File: src/rtl/fetch_pkg.sv
// Shared types and default sizes for the instruction fetch stage.
package fetch_pkg;

    localparam int DEF_ADDR_W      = 8;
    localparam int DEF_DATA_W      = 8;
    localparam int DEF_TIMEOUT_CYC = 15;

    typedef enum logic [2:0] {
        IDLE = 3'd0,
        REQ  = 3'd1,
        DROP = 3'd2,
        OUT  = 3'd3,
        ERR  = 3'd4
    } fetch_state_t;

endpackage

File: src/rtl/fetch_timeout_ctr.sv
// Counts cycles spent waiting on mem_ack; expire is high on the last allowed wait cycle.
module fetch_timeout_ctr
    import fetch_pkg::*;
#(
    parameter int TIMEOUT_CYC = DEF_TIMEOUT_CYC
) (
    input  logic clk,
    input  logic reset,
    input  logic clear,
    input  logic enable,
    output logic expire
);

    logic [7:0] count;

    always_ff @(posedge clk or posedge reset) begin
        if (reset) begin
            count <= 8'd0;
        end else if (clear) begin
            count <= 8'd0;
        end else if (enable) begin
            count <= count + 8'd1;
        end
    end

    assign expire = (count == 8'(TIMEOUT_CYC - 1));

endmodule

File: src/rtl/fetch_unit.sv
// Fetch stage: samples the PC, reads instruction memory over req/ack and hands the byte to decode.
module fetch_unit
    import fetch_pkg::*;
#(
    parameter int ADDR_W      = DEF_ADDR_W,
    parameter int DATA_W      = DEF_DATA_W,
    parameter int TIMEOUT_CYC = DEF_TIMEOUT_CYC
) (
    input  logic              clk,
    input  logic              reset,
    input  logic              run,
    input  logic              flush,
    input  logic [ADDR_W-1:0] pc_in,
    output logic              pc_advance,
    output logic              mem_req,
    output logic [ADDR_W-1:0] mem_addr,
    input  logic              mem_ack,
    input  logic [DATA_W-1:0] mem_rdata,
    output logic              instr_valid,
    input  logic              instr_ready,
    output logic [DATA_W-1:0] instr_data,
    output logic [ADDR_W-1:0] instr_pc,
    output logic              mem_err,
    output fetch_state_t      state_dbg
);

    // Decode handshake: a transfer happens on a rising edge where instr_valid and
    // instr_ready are both high; instr_data/instr_pc stay frozen while valid waits for ready.

    fetch_state_t state;
    logic         waiting;
    logic         tmo_expire;

    // The wait counter runs only while a memory request is outstanding and reads zero on entry to REQ.
    assign waiting = (state == REQ) || (state == DROP);

    fetch_timeout_ctr #(
        .TIMEOUT_CYC(TIMEOUT_CYC)
    ) u_timeout (
        .clk   (clk),
        .reset (reset),
        .clear (!waiting),
        .enable(waiting),
        .expire(tmo_expire)
    );

    always_ff @(posedge clk or posedge reset) begin
        if (reset) begin
            state       <= IDLE;
            mem_req     <= 1'b0;
            mem_addr    <= '0;
            pc_advance  <= 1'b0;
            instr_valid <= 1'b0;
            instr_data  <= '0;
            instr_pc    <= '0;
            mem_err     <= 1'b0;
        end else begin
            pc_advance <= 1'b0;
            case (state)
                IDLE: begin
                    if (run && !flush) begin
                        mem_addr <= pc_in;
                        mem_req  <= 1'b1;
                        state    <= REQ;
                    end
                end
                REQ: begin
                    if (mem_ack) begin
                        mem_req <= 1'b0;
                        if (flush) begin
                            state <= IDLE;
                        end else begin
                            instr_data  <= mem_rdata;
                            instr_pc    <= mem_addr;
                            instr_valid <= 1'b1;
                            pc_advance  <= 1'b1;
                            state       <= OUT;
                        end
                    end else if (tmo_expire) begin
                        mem_req <= 1'b0;
                        mem_err <= 1'b1;
                        state   <= ERR;
                    end else if (flush) begin
                        state <= DROP;
                    end
                end
                DROP: begin
                    // The memory still owes a reply; wait for it so the bus is left idle.
                    if (mem_ack) begin
                        mem_req <= 1'b0;
                        state   <= IDLE;
                    end else if (tmo_expire) begin
                        mem_req <= 1'b0;
                        mem_err <= 1'b1;
                        state   <= ERR;
                    end
                end
                OUT: begin
                    if (flush) begin
                        instr_valid <= 1'b0;
                        state       <= IDLE;
                    end else if (instr_ready) begin
                        instr_valid <= 1'b0;
                        if (run) begin
                            mem_addr <= pc_in;
                            mem_req  <= 1'b1;
                            state    <= REQ;
                        end else begin
                            state <= IDLE;
                        end
                    end
                end
                ERR: begin
                    mem_req     <= 1'b0;
                    instr_valid <= 1'b0;
                    mem_err     <= 1'b1;
                end
                default: state <= IDLE;
            endcase
        end
    end

    assign state_dbg = state;

endmodule
File: config.mk
export PLATFORM = sky130hd
export DESIGN_NAME = fetch_unit
export DESIGN_NICKNAME = d
export VERILOG_FILES = /design/src/rtl/fetch_pkg.sv /design/src/rtl/fetch_timeout_ctr.sv /design/src/rtl/fetch_unit.sv
export SDC_FILE = /design/constraint.sdc
export NUM_CORES = 1
export LEC_CHECK = 0
export BUFFER_PORTS_ARGS = -buffer_cell sky130_fd_sc_hd__buf_2
export CELL_PAD_IN_SITES_DETAIL_PLACEMENT = 1
export CELL_PAD_IN_SITES_GLOBAL_PLACEMENT = 2
export CORE_ASPECT_RATIO = 1.1
export CORE_MARGIN = 4
export CORE_UTILIZATION = 30
export CTS_BUF_LIST = sky130_fd_sc_hd__clkbuf_4 sky130_fd_sc_hd__clkbuf_8 sky130_fd_sc_hd__clkbuf_16
export DETAILED_ROUTE_END_ITERATION = 7
export GPL_ROUTABILITY_DRIVEN = 1
export PLACE_DENSITY = 0.87
export SLEW_MARGIN = 30
export SYNTH_ARGS = -nofsm -noshare
export SYNTH_HDL_FRONTEND = slang
export SYNTH_SLANG_ARGS = --single-unit
File: constraint.sdc
create_clock -name clk -period 1.72 [get_ports clk]
set_input_delay 0.172 -clock clk [delete_from_list [all_inputs] [get_ports clk]]
set_output_delay 0.172 -clock clk [all_outputs]
set_load 0.01 [all_outputs]
==> results of run 1 <==
## metrics by stage
stage / util / total power [uW] / setup TNS [ps]
2_1_floorplan: - / 2360 / 0
3_3_place_gp: 0.382 / 2900 / 0
3_5_place_dp: 0.382 / 2960 / 0
4_1_cts: 0.405 / 3740 / 0
5_1_grt: 0.410 / 3980 / -3.37
6_report: 0.410 / 3680 / 0
## registers in the layout (all words and copies together) (netlist names)
signal	flops
instr_data	8
instr_pc	8
instr_valid	1
mem_addr	8
mem_err	1
mem_req	1
pc_advance	1
state_dbg	3
u_timeout.count	8
## layout make-up
class / count / share of cell area
clock buffers: 5 / 0.0305
clock inverters: 3 / 0.0194
inverters: 3 / 0.00555
multi-input cells: 124 / 0.314
flip-flops and latches: 39 / 0.433
well taps: 75 / 0.0416
repair buffers: 64 / 0.156
## cell families (layout without fill, tap and decap cells)
| family | count (synthesis) | count (layout) | share of synthesized area |
|---|---|---|---|
| simple gates | 89 | 89 | 0.223 |
| flops | 39 | 39 | 0.562 |
| compound gates | 20 | 20 | 0.0764 |
| buf+inv | 9 | 75 | 0.0303 |
| mux | 8 | 8 | 0.0692 |
| xor+xnor | 5 | 5 | 0.0252 |
| fa+ha+maj | 2 | 2 | 0.0144 |
## critical path: stages (launching register included)
cell,delay [ps]
dfrtp_1,420
or3_1,400
o21ba_2,270
a2111o_1,410
nand3b_1,90
## layer usage
layer	global-route usage	wire (um)	vias up
met5	0	0	-
met3	0.0391	264	7
met2	0.224	2120	35
li1	-	-	698
met4	0.0507	67	0
met1	0.166	1880	701
## power breakdown
part           internal, uW  switching (uW)
sequential             1260             224
combinational           666             756
clock                   432             336
## synth_stat cells (2+ instances only)
master	n
mux2_4	8
o21ai_0	5
buf_6	2
nand4_1	2
ha_1	2
a21oi_1	7
dfrtp_1	39
clkbuf_1	2
buf_2	2
nand2b_1	6
nor2_1	14
inv_1	2
or3_1	3
xor2_1	4
nand2_1	56
## layout by cell type (no fill, tap or decap)
master	n
buf_4	11
nand4b_1	1
clkbuf_8	5
dlygate4sd3_1	1
inv_1	2
a21oi_1	7
o221a_1	1
xnor2_1	1
a22oi_1	1
clkinv_4	1
a221o_1	1
a2111o_1	1
nor2_1	14
nand4_1	2
and3_1	1
nor4_1	1
dfrtp_1	39
nand2_1	56
nand3_1	1
nand3b_1	1
xor2_1	4
and2_4	1
o21ai_0	5
or3_1	3
buf_2	52
bufinv_16	1
nand2b_1	6
and2_1	1
o21ba_2	1
ha_1	2
o22ai_1	1
clkinv_2	2
a21o_1	1
or2_2	1
mux2_4	8
o31a_1	1
## worst min-delay path by stage
stage,start,endpoint
2_1_floorplan,flush,state_dbg[0]
3_3_place_gp,reset,instr_data[4]
3_5_place_dp,reset,u_timeout.count[3]
4_1_cts,mem_rdata[0],instr_data[0]
5_1_grt,mem_rdata[5],instr_data[5]
6_report,mem_rdata[0],instr_data[0]
## repair_timing
item	in CTS	in global routing
hold buffers	1	0
hold endpoints to repair	22	0
setup endpoints to repair	0	2
setup buffers	0	4
==> results_dict.tcl, run 1 <==
set metrics [dict create \
    yosys-top-cells-area "dfrtp_1 (56%), nand2_1 (12%), mux2_4 (6.9%)" \
    dr.pass1.iters 4 \
    dp_slack_ps 39.9 \
    grt_antenna_before_repair 0 \
    yosys_warnings 0 \
    nNetsFinal 261 \
    die_w_um 80.5 \
    cp.required_ps 1940 \
    core_area_sq_um 5500 \
    layout.area.seq_sq_um 976 \
    multi_input_area_sq_um 708 \
    worstPathArrival_ps 1890 \
    die_area_sq_um 7070 \
    cts_buffer_depth 2 \
    hold_depth 3 \
    vias_per_cell 4.60 \
    die_y_um 87.8 \
    grt_overflow 0 \
    synth.distinct_cells 33 \
    leakagePower_uw 0.00121 \
    cts_root_buf "clkbuf_8" \
    crit_path_start_kind "flip-flop" \
    endpoint_kind "flip-flop" \
    numClockSinks 39 \
    finalSetupViolations 0 \
    cts_buffers 5 \
    synth-edff-count 0 \
    synthFlopType "dfrtp_1" \
    rows 28 \
    power_density_nw_per_um2 1630 \
    fill_cells 670 \
    numPortBuffers 52 \
    final_max_slew_viol_count 0 \
    yosysTopAreaCellShare 0.562 \
    clk_latency_ps 290 \
    reg2reg_slack_ps 60 \
    worstPathMaxFanout 6 \
    fmax_mhz 602 \
    design_area_sq_um 2260 \
    syn-cell-area_sq_um 1740 \
    start_util 0.316 \
    tightest_slew_ps 493 \
    clk_pin_slew_ps 80 \
    drive_gt1_frac 0.349 \
    hold_violations 0 \
    regToRegEndpoint "mem_err" \
    cts_tree "built" \
    hp-class "input port to flip-flop" \
    hpwl_um 3140 \
    synth-seq-cells 39 \
    n_antenna_cell 0 \
    grt_usage 0.135 \
    hold_slack_ps 59.2 \
    io_pins 53 \
    async_flop_share 1.00 \
    wl_um 4330 \
    critPathLaunch "u_timeout.count[4]" \
    grt_start_max_net_pins 40 \
    wl_per_cell_um 13.8 \
    placed_area_sq_um 2100 \
    outcome "complete, no violations" \
    area_growth_pct 29.9 \
    drt_iter0_drc 64 \
    num_vias 1441 \
    cap_viol_max_count 0 \
    period_share 0.966 \
    reg2reg_from "u_timeout.count[4]" \
    syn_inst 172 \
    globalplace.congestion 0.806 \
    placed_cells 300 \
    setup_ws_ps 58.1 \
    finalClockSkew_ps 9.10 \
    crit_path_end "mem_err" \
    grt_pass1_vias 1488 \
    yosysTopAreaCell "dfrtp_1" \
    final_cells 313 \
    ir_drop_mv 0.530 \
    synth_fp_nets 196 \
    critical_path_class "flip-flop to flip-flop" \
    reg2regPathDepth 4 \
    fin_crit_ps 1660 \
    grt_pass1_wl_um 7250 \
    drcViolationCount 0 \
    relSlewSlack 0.671 \
    antenna_left 0 \
    htree_levels 2 \
    postCtsResizedCells 0 \
    synth_seq_area_share 0.562 \
    syn_area_per_cell_sq_um 10.1 \
]
No activity file was read; power rests on OpenSTA's default activity.
==> run 2: changes to the inputs <==
--- a/config.mk
+++ b/config.mk
@@ -6,15 +6,16 @@
 export NUM_CORES = 1
 export LEC_CHECK = 0
 export BUFFER_PORTS_ARGS = -buffer_cell sky130_fd_sc_hd__buf_2
-export CELL_PAD_IN_SITES_DETAIL_PLACEMENT = 1
-export CELL_PAD_IN_SITES_GLOBAL_PLACEMENT = 2
+export CELL_PAD_IN_SITES_DETAIL_PLACEMENT = 0
+export CELL_PAD_IN_SITES_GLOBAL_PLACEMENT = 1
 export CORE_ASPECT_RATIO = 1.1
 export CORE_MARGIN = 4
-export CORE_UTILIZATION = 30
+export CORE_UTILIZATION = 38
 export CTS_BUF_LIST = sky130_fd_sc_hd__clkbuf_4 sky130_fd_sc_hd__clkbuf_8 sky130_fd_sc_hd__clkbuf_16
 export DETAILED_ROUTE_END_ITERATION = 7
 export GPL_ROUTABILITY_DRIVEN = 1
-export PLACE_DENSITY = 0.87
+export PLACE_DENSITY = 0.88
+export SKIP_CTS_REPAIR_TIMING = 1
 export SLEW_MARGIN = 30
 export SYNTH_ARGS = -nofsm -noshare
 export SYNTH_HDL_FRONTEND = slang
==> results_dict.tcl, run 2 (synthesis gave the netlist of run 1 again) <==
set metrics [dict create \
    clk_pin_slew_ps 70 \
    power_density_nw_per_um2 1690 \
    rsz0062_at_grt "no" \
    antenna_left 0 \
    hpwl_um 2590 \
    fin_crit_ps 1630 \
    cts_root_buf "clkbuf_8" \
    crit_path_start_kind "flip-flop" \
    hp-class "input port to asynchronous set/reset pin" \
    cap_viol_max_count 0 \
    dr.pass1.iters 4 \
    cts_buffers 5 \
    io_pins 53 \
    grt_overflow 0 \
    die_area_sq_um 5720 \
    worstPathMaxFanout 6 \
    finalSetupViolations 0 \
    final_cell_mix "nand2_1 (56), buf_2 (52), dfrtp_1 (39)" \
    drive_gt1_frac 0.348 \
    hold_violations 10 \
    leakagePower_uw 0.00119 \
    final_common_cell "nand2_1" \
    grt_pass1_wl_um 6110 \
    relSlewSlack 0.675 \
    worstPathArrival_ps 1850 \
    tns_ps 0 \
    cp.required_ps 1930 \
    clk_latency_ps 280 \
    period_share 0.950 \
    top_usage_layer "met2" \
    p_int_uw 2520 \
    wl_per_cell_um 12.8 \
    slowest_stage "dfrtp_1" \
    p_comb_frac 0.368 \
    critPathMaxStageDelay_ps 410 \
    clkPwrFrac 0.237 \
    numClockSinks 39 \
    use_met1 0.188 \
    die_w_um 72.5 \
    area_growth_pct 28.0 \
    cts_tree "built" \
    nNetsFinal 256 \
    crit_family "compound AO/OA/AOI/OAI gates" \
    hold_slack_ps -9.43 \
    fmax_mhz 612 \
    vias_per_cell 4.62 \
    design_area_sq_um 2220 \
    core_area_sq_um 4350 \
    globalplace.congestion 0.885 \
    path_cells "or3_4 > o21ba_2 > a2111o_1 > nand3b_1" \
    gr-usage-met3 0.0392 \
    grt_antenna_before_repair 0 \
    drcViolationCount 0 \
    grt_usage 0.136 \
    violations "hold timing" \
    sw_frac_of_total 0.330 \
    grt_pass1_vias 1276 \
    p_switching_uw 1240 \
    n_antenna_cell 0 \
    reg2reg_slack_ps 90 \
    outcome "complete, but fails checks" \
    finalClockSkew_ps 6.95 \
    seqPwrFrac 0.394 \
    drt_iter0_drc 67 \
    placed_area_sq_um 2070 \
    grtUsageMet2 0.208 \
    endpoint_kind "flip-flop" \
    wl_um 3670 \
    cts_buffer_depth 2 \
    tightest_slew_ps 488 \
    rows 25 \
    start_util 0.399 \
    ir_drop_mv 0.714 \
    path_buf_inv 0 \
    critical_path_class "flip-flop to flip-flop" \
    grt_start_max_net_pins 40 \
    fin_util 0.511 \
    num_vias 1326 \
    htree_levels 2 \
    die_y_um 78.9 \
    numPortBuffers 52 \
    final_max_slew_viol_count 0 \
]
[run 2: worst register-to-register path: stages, from the launching register on]
cell and delay [ps]:
dfrtp_1 410, or3_4 400, o21ba_2 260, a2111o_1 400, nand3b_1 100
[run 2: stage by stage]
step	instances	setup WS (ps)	total power, uW
after floorplan	172	114	2360
after global placement	278	88.1	2880
after detailed placement	278	66.8	2900
after CTS	286	48.3	3820
after global routing	287	23.3	4050
final	287	85.7	3760
[run 2: area by class of cell]
class | count | area, sq um
clock buffers | 6 | 76.3
clock inverters | 2 | 60.1
fillers | 404 | 2120
inverters | 3 | 12.5
multi-input cells | 124 | 718
flip-flops and latches | 39 | 976
well taps | 54 | 67.6
repair buffers | 59 | 313
[run 2: power by group through the flow]
stage               Sequential [uW]  Clock (uW)  Combinational, uW
floorplan                      1650           0                710
CTS                            1480         926               1410
detailed placement             1500           0               1400
finish                         1480         892               1380
global placement               1500           0               1380
global route                   1540         960               1560
[run 2: worst paths after layout]
| check | from | cells after the start | to |
|---|---|---|---|
| hold reg to reg | instr_pc[4] | 2 | instr_pc[4] |
| max in group asynchronous | reset | 3 | state_dbg[2] |
| setup / recovery | u_timeout.count[4] | 4 | mem_err |
| setup reg to reg | u_timeout.count[4] | 4 | mem_err |
| min in group clk | mem_rdata[3] | 3 | instr_data[3] |
| hold / removal | reset | 3 | instr_data[0] |
[run 2: routing by layer]
metal | vias up | routed length (um)
li1 | 686 | -
met1 | 608 | 1670
met2 | 30 | 1740
met3 | 2 | 228
met4 | 0 | 22
met5 | - | 0
